`config.mk`:
```
export PLATFORM = sky130hd
export DESIGN_NAME = input_conditioner
export DESIGN_NICKNAME = d
export VERILOG_FILES = /design/src/rtl/input_conditioner.sv
export SDC_FILE = /design/constraint.sdc
export NUM_CORES = 1
export LEC_CHECK = 0
export BUFFER_PORTS_ARGS = -buffer_cell sky130_fd_sc_hd__buf_2
export CAP_MARGIN = 40
export CORE_MARGIN = 2
export CORE_UTILIZATION = 34
export CTS_BUF_LIST = sky130_fd_sc_hd__clkbuf_4
export DETAILED_ROUTE_END_ITERATION = 8
export PLACE_DENSITY = 0.62
export SETUP_SLACK_MARGIN = 0.02
export SKIP_LAST_GASP = 1
export SYNTH_ARGS = -nofsm -noshare
export SYNTH_HDL_FRONTEND = slang
export SYNTH_SLANG_ARGS = --single-unit
```
`constraint.sdc`:
```
create_clock -name clk -period 3.45 [get_ports clk]
set_input_delay 0.69 -clock clk [delete_from_list [all_inputs] [get_ports clk]]
set_output_delay 0.69 -clock clk [all_outputs]
set_load 0.01 [all_outputs]
```
`src/rtl/input_conditioner.sv`:
```
// input_conditioner: front-end for the raw board inputs.
// Synchronises the Execute/Peek pushbuttons and the data switches, debounces
// both keys with independent four-state FSMs, and produces a one-cycle Exec
// pulse, a clean Peek level (Pkb) and a synchronised switch word (DATA).
module input_conditioner #(
  parameter int unsigned DEBOUNCE_CYCLES = 50000,
  parameter int unsigned SYNC_STAGES     = 2
) (
  input  logic       clk,
  input  logic       rst,
  input  logic       KEY_EXEb,
  input  logic       KEY_PKb,
  input  logic [9:0] SW,
  output logic       Exec,
  output logic       Pkb,
  output logic [9:0] DATA,
  output logic       KEY_ACTIVE
);

  localparam int unsigned CW = $clog2(DEBOUNCE_CYCLES + 1);
  // A change is accepted on the sample that brings the count to
  // DEBOUNCE_CYCLES-1, i.e. when the registered count already holds
  // DEBOUNCE_CYCLES-2. This makes acceptance land exactly
  // DEBOUNCE_CYCLES cycles after the synchronised key first changes.
  localparam logic [CW-1:0] LAST = CW'(DEBOUNCE_CYCLES - 2);

  localparam int unsigned EXE = 0;
  localparam int unsigned PK  = 1;

  typedef enum logic [1:0] {
    REL   = 2'd0,
    CHK_P = 2'd1,
    PRS   = 2'd2,
    CHK_R = 2'd3
  } db_state_e;

  logic [SYNC_STAGES-1:0] exe_sync_q;
  logic [SYNC_STAGES-1:0] pk_sync_q;
  logic [9:0]             sw_sync_q [SYNC_STAGES];

  logic [1:0]    key_s;
  db_state_e     state_q [2];
  db_state_e     state_d [2];
  logic [CW-1:0] cnt_q   [2];
  logic [CW-1:0] cnt_d   [2];

  logic exec_q;
  logic pkb_q;
  logic active_q;

  // Input synchronisers; keys reset to released (1), switches to 0.
  always_ff @(posedge clk) begin
    if (rst) begin
      exe_sync_q <= '1;
      pk_sync_q  <= '1;
      for (int unsigned i = 0; i < SYNC_STAGES; i++) begin
        sw_sync_q[i] <= '0;
      end
    end else begin
      exe_sync_q   <= {exe_sync_q[SYNC_STAGES-2:0], KEY_EXEb};
      pk_sync_q    <= {pk_sync_q[SYNC_STAGES-2:0], KEY_PKb};
      sw_sync_q[0] <= SW;
      for (int unsigned i = 1; i < SYNC_STAGES; i++) begin
        sw_sync_q[i] <= sw_sync_q[i-1];
      end
    end
  end

  assign key_s[EXE] = exe_sync_q[SYNC_STAGES-1];
  assign key_s[PK]  = pk_sync_q[SYNC_STAGES-1];

  // Debounce next-state logic for both keys; counter cleared on every state entry.
  always_comb begin
    for (int unsigned k = 0; k < 2; k++) begin
      state_d[k] = state_q[k];
      cnt_d[k]   = cnt_q[k];
      unique case (state_q[k])
        REL: begin
          if (!key_s[k]) begin
            state_d[k] = CHK_P;
            cnt_d[k]   = '0;
          end
        end
        CHK_P: begin
          if (key_s[k]) begin
            state_d[k] = REL;
            cnt_d[k]   = '0;
          end else if (cnt_q[k] == LAST) begin
            state_d[k] = PRS;
            cnt_d[k]   = '0;
          end else begin
            cnt_d[k] = cnt_q[k] + CW'(1);
          end
        end
        PRS: begin
          if (key_s[k]) begin
            state_d[k] = CHK_R;
            cnt_d[k]   = '0;
          end
        end
        CHK_R: begin
          if (!key_s[k]) begin
            state_d[k] = PRS;
            cnt_d[k]   = '0;
          end else if (cnt_q[k] == LAST) begin
            state_d[k] = REL;
            cnt_d[k]   = '0;
          end else begin
            cnt_d[k] = cnt_q[k] + CW'(1);
          end
        end
      endcase
    end
  end

  // Debounce state and counter registers.
  always_ff @(posedge clk) begin
    for (int unsigned k = 0; k < 2; k++) begin
      if (rst) begin
        state_q[k] <= REL;
        cnt_q[k]   <= '0;
      end else begin
        state_q[k] <= state_d[k];
        cnt_q[k]   <= cnt_d[k];
      end
    end
  end

  // Registered outputs, decoded from the next state so they change on the
  // same edge as the accepted transition.
  always_ff @(posedge clk) begin
    if (rst) begin
      exec_q   <= 1'b0;
      pkb_q    <= 1'b1;
      active_q <= 1'b0;
    end else begin
      exec_q   <= (state_q[EXE] == CHK_P) && (state_d[EXE] == PRS);
      pkb_q    <= !((state_d[PK] == PRS) || (state_d[PK] == CHK_R));
      active_q <= (state_d[EXE] == CHK_P) || (state_d[EXE] == CHK_R) ||
                  (state_d[PK]  == CHK_P) || (state_d[PK]  == CHK_R);
    end
  end

  assign Exec       = exec_q;
  assign Pkb        = pkb_q;
  assign KEY_ACTIVE = active_q;
  assign DATA       = sw_sync_q[SYNC_STAGES-1];

endmodule

```
# After elaboration in Yosys (flattened, before gate mapping)
# Memory sizes are Yosys's and may differ from the RTL's.
# Cells that the tools add are included.
# W data, S select, Z words.
[word_totals]
memories = 3
input_bits = 14
regBits = 7
word_cells = 73
ram_bits = 56
out_inout_bits = 13
[op_classes]
n_mux = 35
bitwise = 6
addsub = 2
n_eq_ne = 14
n_reduce_logical = 8
[memory_table]
columns = ["name", "depth", "width", "read_ports", "rd_ports_with_merged_regs", "write_ports", "line_no", "rtl"]
rows = [
  ["cnt_q", 2, 16, 2, 0, 2, "44", "logic [CW-1:0] cnt_q [2];"],
  ["sw_sync_q", 2, 10, 2, 0, 2, "39", "logic [9:0] sw_sync_q [SYNC_STAGES];"],
  ["state_q", 2, 2, 2, 0, 2, "42", "db_state_e state_q [2];"],
]
[op_table]
columns = ["cell", "n"]
rows = [
  ["$mux W16", 12],
  ["$pmux W16 S4", 2],
  ["$add A16 B1 Y16 const B", 2],
  ["$eq A16 B16 Y1 const B", 2],
  ["$mux W2", 14],
  ["$mux W10", 2],
  ["$eq A2 B2 Y1 const B", 8],
  ["$pmux W2 S4", 2],
  ["$eq A2 B1 Y1 const B", 4],
  ["$or A1 B1 Y1", 6],
  ["$logic_not A2 Y1", 2],
  ["$logic_or A1 B1 Y1", 4],
  ["$mux W1", 3],
  ["$logic_and A1 B1 Y1", 1],
  ["$logic_not A1 Y1", 1],
]

# Longest topological paths before layout
# Gate-level depths: netlist of the first run.
[logic_depth]
depth_word = 8
mapped_depth = 8
depth_no_buf = 6

# Least setup slack after synthesis of the first run
# Ideal clock, no wire load.
[synth_timing]
kind = "register -> register"
start = "mem cnt_q[1][4] (netlist name)"
end = "reg pkb_q, in the netlist Pkb"
arrival_ns = 1.977
setup_ns = 0.114
n_path_buf = 2
setup_slack_ns = 1.359
synth_period_minus_slack_ns = 2.091
required_time_ns = 3.336
path_stages_with_launch = 7
path_cell_list = "dfxtp_1 > buf_6 > or4_1 > or4_1 > clkbuf_1 > or3_1 > a21o_1"
[synth_lines]
columns = ["item", "line_no", "rtl"]
rows = [
  ["start: declaration", "44", ""],
  ["end signal: assignment", "138", "pkb_q <= !((state_d[PK] == PRS) || (state_d[PK] == CHK_R));"],
  ["end: declaration", "48", "logic pkb_q;"],
]

==> metrics.md, run 1 <==
| Metric | Value |
|---|---|
| Status | finished clean |
| Yosys top cell area share | 45.8% |
| Vias in the first global route | 1960 |
| Worst Hold Class | reg2reg |
| Die Wd | 94.0 um |
| Total gr overflow | 0 |
| Sequential area share after synthesis | 45.8% |
| Max Root-Sink Buffers | 2 |
| Post-route setup TNS | 0 ns |
| Worst r2r src | cnt_q[1][5] |
| Least-Margin Pin Slew | 0.712 ns |
| Most frequent cells after synthesis | dfxtp_1 (63), nor2b_1 (20), clkbuf_1 (19) |
| Tcrit/Tclk final | 72.8% |
| Reg2Reg Capture Point | Pkb |
| Hold_ws | 0.414 ns |
| Placed Cells | 410 |
| Top-count cell post-synth | dfxtp_1 |
| Synthesized area | 2760 um^2 |
| # rows | 32 |
| Reg clk slew, reported paths | 0.12 ns |
| Max FO, Critical Path | 24 |
| Endpoints failing setup | 0 |
| M1 GR Usage | 16.8% |
| Data arrival time of the critical path | 2.83 ns |
| Final hold violations | 0 |
| Cts repair resizes | 0 |
| IO Pins | 27 |
| Worst-path cell chain | or4b_1 > or4_1 > or3_1 > a21o_1 |
| Initial antenna violation count | 0 |
| Worst hold start | pk_sync_q[0] |
| Post-Route WL | 5490 um |
| Number of setup buffers added after CTS | 0 |
| Worst slew margin | 52.5% |
| Clock Tree Root | clkbuf_4 |
| Skew-Pair Late Insertion Delay | 0.41 ns |
| R2R cell count | 4 |
| Max Cap Violations | 0 |
| Max VDD drop | 213 uV |
| Top Usage Layer GRT | met2 |
| Distinct cells, synth | 44 |
| Fin nets | 337 |
| RSZ-0062 raised after global routing | false |
| Ant. Diodes | 0 |
| Pin count of the biggest net entering global routing | 46 |
| DR vias | 2221 |
| Synth area leaders | dfxtp_1 (46%), nor2b_1 (4.5%), a31oi_1 (4.1%), nand4_1 (3.6%), xor2_1 (3.2%) |
| Chip height | 94.0 um |
| Hold EP | pk_sync_q[1] |
| Total CTS buffers | 9 |
| Worst Setup End Kind | flip-flop |
| Wire length per cell | 12.9 um |
| Slowest cell delay on critical path | 0.87 ns |
| # port buffers | 26 |
| Final cell count without fillers | 426 |
| Prevailing post-synth register cell | dfxtp_1 |
| Pins Over Slew Limit | 0 |
| Global-route wire length before repair | 9070 um |
| Final Wtd Congestion | 0.805 |
| F_max | 398 MHz |
| Layout area overhead | 11.3% |
| Initial DRC Count | 130 |
| Initial core utilization | 35.3% |
| Fin crit period | 2.51 ns |
| Fill cell count | 813 |
| H-tree level count | 3 |
| Hold path depth | 1 |
| Die area | 8840 um^2 |
| 1st-pass router iterations | 4 |
| Overall Power | 1410 uW |
| Startpoint Class | flip-flop |
| GRT Total Usage | 13.0% |
| Worst endpoint required time | 3.77 ns |
| Post-DP HPWL | 3680 um |
| Post-synth EDFFs | 0 |
| Clock sink total | 63 |
| Leak | 0.00108 uW |
| Yosys Warn Count | 0 |
| Layout cells sized above 1 | 17.0% |
| R2r setup slk | 0.94 ns |
| GR Util met2 | 19.9% |
| Core region area | 7810 um^2 |
| Dpl ws | 0.967 ns |
| FF+latch count, synth | 63 |
| Setup Skew | 0.00984 ns |
| Synth Area per Inst | 8.97 um^2 |
| Async S/R FF share, synth | 0% |
| # DRC | 0 |
| Number of vias per cell | 5.21 |
| Syn nets | 325 |
| Hold-fix buffers, CTS | 0 |
| Fin worst setup slack | 0.939 ns |
| CTS tree | yes |
| Area leader, netlist | dfxtp_1 |
| Crit Path Class | reg2reg |
| Met3 Use GR | 4.74% |
| PD cells | 459 nW/um^2 |
| Worst path slowest cell | or4_1 |
| ANT nets after route | 0 |
| Cells after synthesis | 307 |
[per-stage QoR]
stage                     util [%]  cell area [um^2]
after global placement        37.1              2900
after floorplan                  -              2760
after CTS                     39.3              3070
final                         39.3              3070
after global routing          39.3              3070
after detailed placement      37.1              2900
[registers in the layout, indices dropped and copies added (netlist names)]
signal / flops
cnt_q: 32
sw_sync_q: 20
state_q: 4
exe_sync_q: 2
pk_sync_q: 2
Exec: 1
KEY_ACTIVE: 1
Pkb: 1
[critical path, delay by kind of cell (launching register included)]
| kind | cells | cell delay [ns] |
|---|---|---|
| and+or+nand+nor | 3 | 1.86 |
| DFF | 1 | 0.38 |
| AOI/OAI and AO/OA | 1 | 0.19 |
[where the power goes]
group	switching, uW	total [uW]	internal, uW	leakage, uW
Sequential	5.24	747	742	0.000513
Clock	302	604	302	0.0000875
Combinational	32.4	56.0	23.6	0.000480
[per-layer routing]
metal | wire length (um) | share of wire, %
met1 | 2740 | 50
met2 | 2450 | 45
met3 | 267 | 4.9
met4 | 40 | 0.73
met5 | 0 | 0
[final cells by class]
cell class              count  area, um^2  area share [%]
inverters                   8        30.0           0.980
clock buffers               9        67.6            2.20
flip-flops and latches     63        1260            41.1
well taps                 102         128            4.16
repair buffers             32         175            5.71
clock inverters             7         103            3.35
multi-input cells         205        1300            42.4
[layout by cell type (no fill, tap or decap), types with 12 or more instances in the layout]
cell type and n:
dfxtp_1 63, nand2_1 18, o21ai_0 12, nand4_1 16
a21oi_1 12, nor2b_1 20, a31oi_1 18, buf_2 26
nand3_1 14
[worst max-delay path by stage]
stage / start / endpoint / slack, ns
floorplan: cnt_q[1][4] / Pkb / 1.36
global placement: cnt_q[1][5] / Pkb / 1.01
detailed placement: cnt_q[1][4] / Pkb / 0.97
finish: cnt_q[1][5] / Pkb / 0.94
CTS: cnt_q[1][5] / Pkb / 0.96
global route: cnt_q[1][4] / Pkb / 0.79
[logic make-up after synthesis]
logic type | after synthesis | share of synthesized area [%]
multiplexers | 1 | 0.363
XOR/XNOR | 12 | 3.81
buffers and inverters | 39 | 6.99
adder cells (fa/ha/maj) | 4 | 1.82
flip-flops | 63 | 45.8
AO/OA/AOI/OAI | 62 | 14.0
AND/OR/NAND/NOR | 126 | 27.2
(Power assumes the default switching activity.)
==> run 2, diff against run 1 <==
--- a/config.mk
+++ b/config.mk
@@ -11,7 +11,7 @@
 export CORE_UTILIZATION = 34
 export CTS_BUF_LIST = sky130_fd_sc_hd__clkbuf_4
 export DETAILED_ROUTE_END_ITERATION = 8
-export PLACE_DENSITY = 0.62
+export PLACE_DENSITY = 0.64
 export SETUP_SLACK_MARGIN = 0.02
 export SKIP_LAST_GASP = 1
 export SYNTH_ARGS = -nofsm -noshare
==> constraint.sdc (replaced) <==
create_clock -name clk -period 2.2 [get_ports clk]
set_input_delay 0.44 -clock clk [delete_from_list [all_inputs] [get_ports clk]]
set_output_delay 0.44 -clock clk [all_outputs]
set_load 0.01 [all_outputs]
==> run 2 against run 1 <==
  * Design area increased by 1.1%
  * Final cell count increased by 2.3%
  * Via count increased by 2.6%
  * Critical path type unchanged
  * Highest routed layer unchanged
==> metrics.md, run 2 (synthesized netlist as in run 1, its figures left out) <==
| Metric | Value |
|---|---|
| Worst path slowest cell | or4_4 |
| Cts repair resizes | 0 |
| Worst Setup SP | cnt_q[1][5] |
| Max VDD drop | 227 uV |
| F_max | 489 MHz |
| Die area | 8840 um^2 |
| Clock Tree Root | clkbuf_4 |
| Worst endpoint required time | 2.48 ns |
| Post-DP HPWL | 3810 um |
| GRT Total Usage | 13.5% |
| RSZ-0062 raised after global routing | false |
| Initial DRC Count | 135 |
| Leak | 0.00111 uW |
| Placement Cell Area | 2970 um^2 |
| Fill cell count | 766 |
| Wire length per cell | 12.8 um |
| Worst Setup End Kind | flip-flop |
| Pin count of the biggest net entering global routing | 35 |
| Startpoint Class | flip-flop |
| Initial core utilization | 35.3% |
| Reg with most FFs | cnt_q |
| # DRC | 0 |
| Final non-filler cell area | 3100 um^2 |
| # port buffers | 26 |
| Worst r2r src | cnt_q[1][5] |
| # rows | 32 |
| Tcrit/Tclk final | 93.0% |
| Setup Skew | 0.0137 ns |
| Largest register FFs | 32 |
| GR Util met2 | 20.2% |
| Post-route setup TNS | 0 ns |
| CTS tree | yes |
| IO Pins | 27 |
| Final hold violations | 0 |
| M1 GR Usage | 17.8% |
| Endpoints failing setup | 0 |
| Core region area | 7810 um^2 |
| Skew-Pair Late Insertion Delay | 0.40 ns |
| Max Cap Violations | 0 |
| ANT nets after route | 0 |
| Most common cell after layout, fill and taps aside | dfxtp_1 |
| Fin crit period | 2.05 ns |
| Largest regs | cnt_q x32, sw_sync_q x20, state_q x4 |
| H-tree level count | 3 |
| Slowest cell delay on critical path | 0.56 ns |
| Commonest non-fill, non-tap cells in the layout | dfxtp_1 (63), buf_2 (27), nor2b_1 (20) |
| Worst hold start | KEY_EXEb |
| Crit Path Class | reg2reg |
| Pins Over Slew Limit | 0 |
| Register area | 1260 um^2 |
| PD cells | 625 nW/um^2 |
| Layout cells sized above 1 | 20.4% |
| Ant. Diodes | 0 |
| Vias in the first global route | 2020 |
| Number of setup buffers added after CTS | 0 |
| Worst slew margin | 59.4% |
| 1st-pass router iterations | 4 |
| Max Root-Sink Buffers | 2 |
| Total CTS buffers | 9 |
| DR vias | 2278 |
| Post-Route WL | 5600 um |
| R2r setup slk | 0.15 ns |
| Chip height | 94.0 um |
| Reg clk slew, reported paths | 0.11 ns |
| Number of vias per cell | 5.22 |
| Worst-path cell chain | or4b_1 > or4_4 > buf_4 > a31oi_1 > a21oi_1 |
| Clock sink total | 63 |
| Initial antenna violation count | 0 |
| Crit path buf inv count | 1 |
| Die Wd | 94.0 um |
| Met3 Use GR | 3.85% |
| Hold-fix buffers, CTS | 0 |
| Final Wtd Congestion | 0.789 |
| Fin nets | 347 |
| Top Usage Layer GRT | met2 |
| Area occupied by multi-input gates | 1320 um^2 |
| Worst Hold Class | in2reg |
| Status | finished clean |
| Max FO, Critical Path | 20 |
| Layout area overhead | 12.5% |
| Critical path's top delay family | simple AND/OR/NAND/NOR gates |
| Global-route wire length before repair | 9360 um |
| Total gr overflow | 0 |
| Least-Margin Pin Slew | 0.604 ns |
| Data arrival time of the critical path | 2.33 ns |
==> run 2: changes by cell type in the layout (fill, tap and decap cells not counted), sizes merged <==
cell	before	now
buf	32	42
bufinv	2	0
clkinv	1	4
clkinvlp	1	3
inv	11	8
==> run 2: area by class of cell <==
class	count	area share, %
inverter	8	0.969
timing repair buffer	42	7.99
multi-input combinational	205	42.4
tap	102	4.12
sequential	63	40.7
clock inverter	7	1.61
clock buffer	9	2.18
==> run 2: metal layers <==
| metal | wire length (um) | vias up | share of wire (%) |
|---|---|---|---|
| li1 | - | 1158 | - |
| met1 | 2680 | 1049 | 48 |
| met2 | 2520 | 58 | 45 |
| met3 | 276 | 13 | 4.9 |
| met4 | 122 | 0 | 2.2 |
| met5 | 0 | - | 0 |
==> run 2: power by group <==
group	switching [uW]	leakage [uW]	internal, uW
logic	52.3	0.000540	38.5
registers	7.16	0.000513	1160
clock network	447	0.0000579	230
==> run 2: worst register-to-register path, stage by stage, from the launching register on <==
cell	delay (ns)
dfxtp_1	0.33
or4b_1	0.54
or4_4	0.56
buf_4	0.22
a31oi_1	0.16
a21oi_1	0.12
==> run 2: per-stage QoR <==
step	total power (uW)	hold slack (ns)	worst slack, ns	utilization, %	std cells
final	1940	0.221	0.155	39.7	436
after global routing	2030	0.201	0.0430	39.7	436
after CTS	1960	0.199	0.0838	39.5	436
after detailed placement	1290	0.394	0.0994	38.0	420
after global placement	1280	0.398	0.126	37.9	419
after floorplan	1260	0.389	0.109	-	307
==> run 2: final timing paths <==
check	end	cells past startpoint
worst max register to register	cnt_q[1][11]	5
worst max-delay path	cnt_q[1][11]	5
worst min-delay path	exe_sync_q[0]	2
worst min register to register	pk_sync_q[1]	1
==> run 3, diff against run 2 <==
--- a/config.mk
+++ b/config.mk
@@ -11,7 +11,9 @@
 export CORE_UTILIZATION = 34
 export CTS_BUF_LIST = sky130_fd_sc_hd__clkbuf_4
 export DETAILED_ROUTE_END_ITERATION = 8
+export MAX_ROUTING_LAYER = met4
 export PLACE_DENSITY = 0.64
+export REMOVE_ABC_BUFFERS = 1
 export SETUP_SLACK_MARGIN = 0.02
 export SKIP_LAST_GASP = 1
 export SYNTH_ARGS = -nofsm -noshare
==> run 3 against run 2 <==
  * Non-clock buffer count grew 1
  * Sequential power is essentially flat
  * Global-route usage shrank 0.26 points
  * Power grew 11%
  * Flip-flop and latch count is the same
  * First-iteration DRC count grew 10%
  * Highest routed layer unchanged
  * Core utilization grew 0.53 points
  * Sequential share of layout area shrank 0.54 points
  * Final cell count grew 0.23%
  * Critical path type unchanged
  * Die area is the same
  * Clock skew grew 0.0024 ns
  * Hold slack lost 0.0087 ns
==> metrics.md, run 3 (synthesized netlist as in run 1, its figures left out) <==
| Metric | Value |
|---|---|
| RSZ-0062 raised after global routing | false |
| Clock Tree Root | clkbuf_4 |
| Ant. Diodes | 0 |
| # rows | 32 |
| Endpoints failing setup | 0 |
| F_max | 475 MHz |
| ANT nets after route | 0 |
| Vias in the first global route | 2073 |
| Worst Setup End Kind | flip-flop |
| Max FO, Critical Path | 12 |
| Layout area overhead | 14.0% |
| Initial DRC Count | 149 |
| Slowest cell delay on critical path | 0.58 ns |
| Hold-fix buffers, CTS | 0 |
| Leak | 0.00113 uW |
| Worst slew margin | 52.9% |
| Max Root-Sink Buffers | 2 |
| Post-Route WL | 5330 um |
| Number of vias per cell | 5.14 |
| CP Depth | 5 |
| Fin nets | 348 |
| Worst Hold Class | in2reg |
| # port buffers | 26 |
| GRT Total Usage | 13.2% |
| Final non-filler cell area | 3140 um^2 |
| Layout cells sized above 1 | 19.7% |
| Clock sink total | 63 |
| Wire length per cell | 12.2 um |
| Max VDD drop | 509 uV |
| CTS tree | yes |
| Cts repair resizes | 0 |
| Worst r2r src | cnt_q[1][5] |
| Total gr overflow | 0 |
| Max Cap Violations | 0 |
| Data arrival time of the critical path | 2.39 ns |
| Setup Skew | 0.0162 ns |
| Most common cell after layout, fill and taps aside | dfxtp_1 |
| Commonest non-fill, non-tap cells in the layout | dfxtp_1 (63), buf_2 (27), nor2b_1 (20) |
| Worst path slowest cell | or4_1 |
| Chip height | 94.0 um |
| Critical path's top delay family | simple AND/OR/NAND/NOR gates |
| Final Wtd Congestion | 0.859 |
| Reg2Reg Capture Point | state_q[1][1] |
| Number of setup buffers added after CTS | 0 |
| Crit Path Class | reg2reg |
| Reg with most FFs | cnt_q |
| Status | finished clean |
| Core region area | 7810 um^2 |
| Post-DP HPWL | 3660 um |
| PD cells | 688 nW/um^2 |
| 1st-pass router iterations | 4 |
| R2r setup slk | 0.09 ns |
| Fin crit period | 2.11 ns |
| Largest register FFs | 32 |
| IO Pins | 27 |
| Global-route wire length before repair | 9250 um |
| Initial core utilization | 35.3% |
| Startpoint Class | flip-flop |
| Pins Over Slew Limit | 0 |
| Total CTS buffers | 9 |
| Reg clk slew, reported paths | 0.12 ns |
| Worst-path cell chain | or4b_1 > or4_1 > buf_4 > o21ai_0 > a21oi_1 |
| Placement Cell Area | 2980 um^2 |
| Worst endpoint required time | 2.48 ns |
| Fill cell count | 789 |
| H-tree level count | 3 |
| Critical Path Sink | state_q[1][1] |
| Tcrit/Tclk final | 95.8% |
| Die area | 8840 um^2 |
| Largest regs | cnt_q x32, sw_sync_q x20, state_q x4 |
| Least-Margin Pin Slew | 0.702 ns |
| Hold_ws | 0.212 ns |
| Worst Setup SP | cnt_q[1][5] |
| Pin count of the biggest net entering global routing | 50 |
| # DRC | 0 |
| Skew-Pair Late Insertion Delay | 0.40 ns |
| Crit path buf inv count | 1 |
| DR vias | 2245 |
| R2R cell count | 5 |
| Die Wd | 94.0 um |
| Initial antenna violation count | 0 |
| Final hold violations | 0 |
==> run 3: routing by layer <==
layer | global-route usage [%] | part of all wire [%] | vias to the layer above
li1 | - | - | 1155
met1 | 17.7 | 51 | 1037
met2 | 19.8 | 43 | 47
met3 | 3.05 | 4.7 | 6
met4 | 4.47 | 0.90 | 0
met5 | - | 0 | -
==> run 3: area by class of cell <==
cell class              instances  area, um^2  area share (%)
well taps                     102         128            4.06
clock inverters                 7        97.6            3.11
flip-flops and latches         63        1260            40.2
repair buffers                 43         255            8.13
multi-input cells             205        1300            41.4
inverters                       8        30.0           0.956
clock buffers                   9        67.6            2.15
==> run 3: worst min-delay path by stage <==
stage,startpoint,end,slack [ns],cells past startpoint
2_1_floorplan,exe_sync_q[0],exe_sync_q[1],0.39,1
3_3_place_gp,pk_sync_q[0],pk_sync_q[1],0.39,1
3_5_place_dp,pk_sync_q[0],pk_sync_q[1],0.40,1
4_1_cts,KEY_EXEb,exe_sync_q[0],0.20,2
5_1_grt,KEY_PKb,pk_sync_q[0],0.20,2
6_report,KEY_PKb,pk_sync_q[0],0.21,2
==> run 3: worst register-to-register path: cells and delay by family (launching register included) <==
kind / cells / cell delay (ns)
compound gates: 2 / 0.33
simple gates: 2 / 1.11
flops: 1 / 0.34
buf+inv: 1 / 0.21
==> run 3: per-stage QoR <==
step | utilization [%] | worst slack, ns | instances | setup TNS, ns | total power, uW
after floorplan | - | -0.0992 | 276 | -0.109 | 1240
after CTS | 40.2 | 0.0904 | 437 | 0 | 2180
final | 40.2 | 0.0926 | 437 | 0 | 2160
after detailed placement | 38.1 | 0.122 | 421 | 0 | 1280
after global placement | 38.0 | 0.179 | 420 | 0 | 1280
after global routing | 40.2 | 0.0494 | 437 | 0 | 2240
==> run 3: power by group <==
part / total (uW) / internal (uW) / leakage (uW) / switching [uW]
sequential: 1170 / 1160 / 0.000513 / 7.30
clock: 904 / 462 / 0.0000821 / 442
combinational: 87.1 / 36.7 / 0.000535 / 50.4
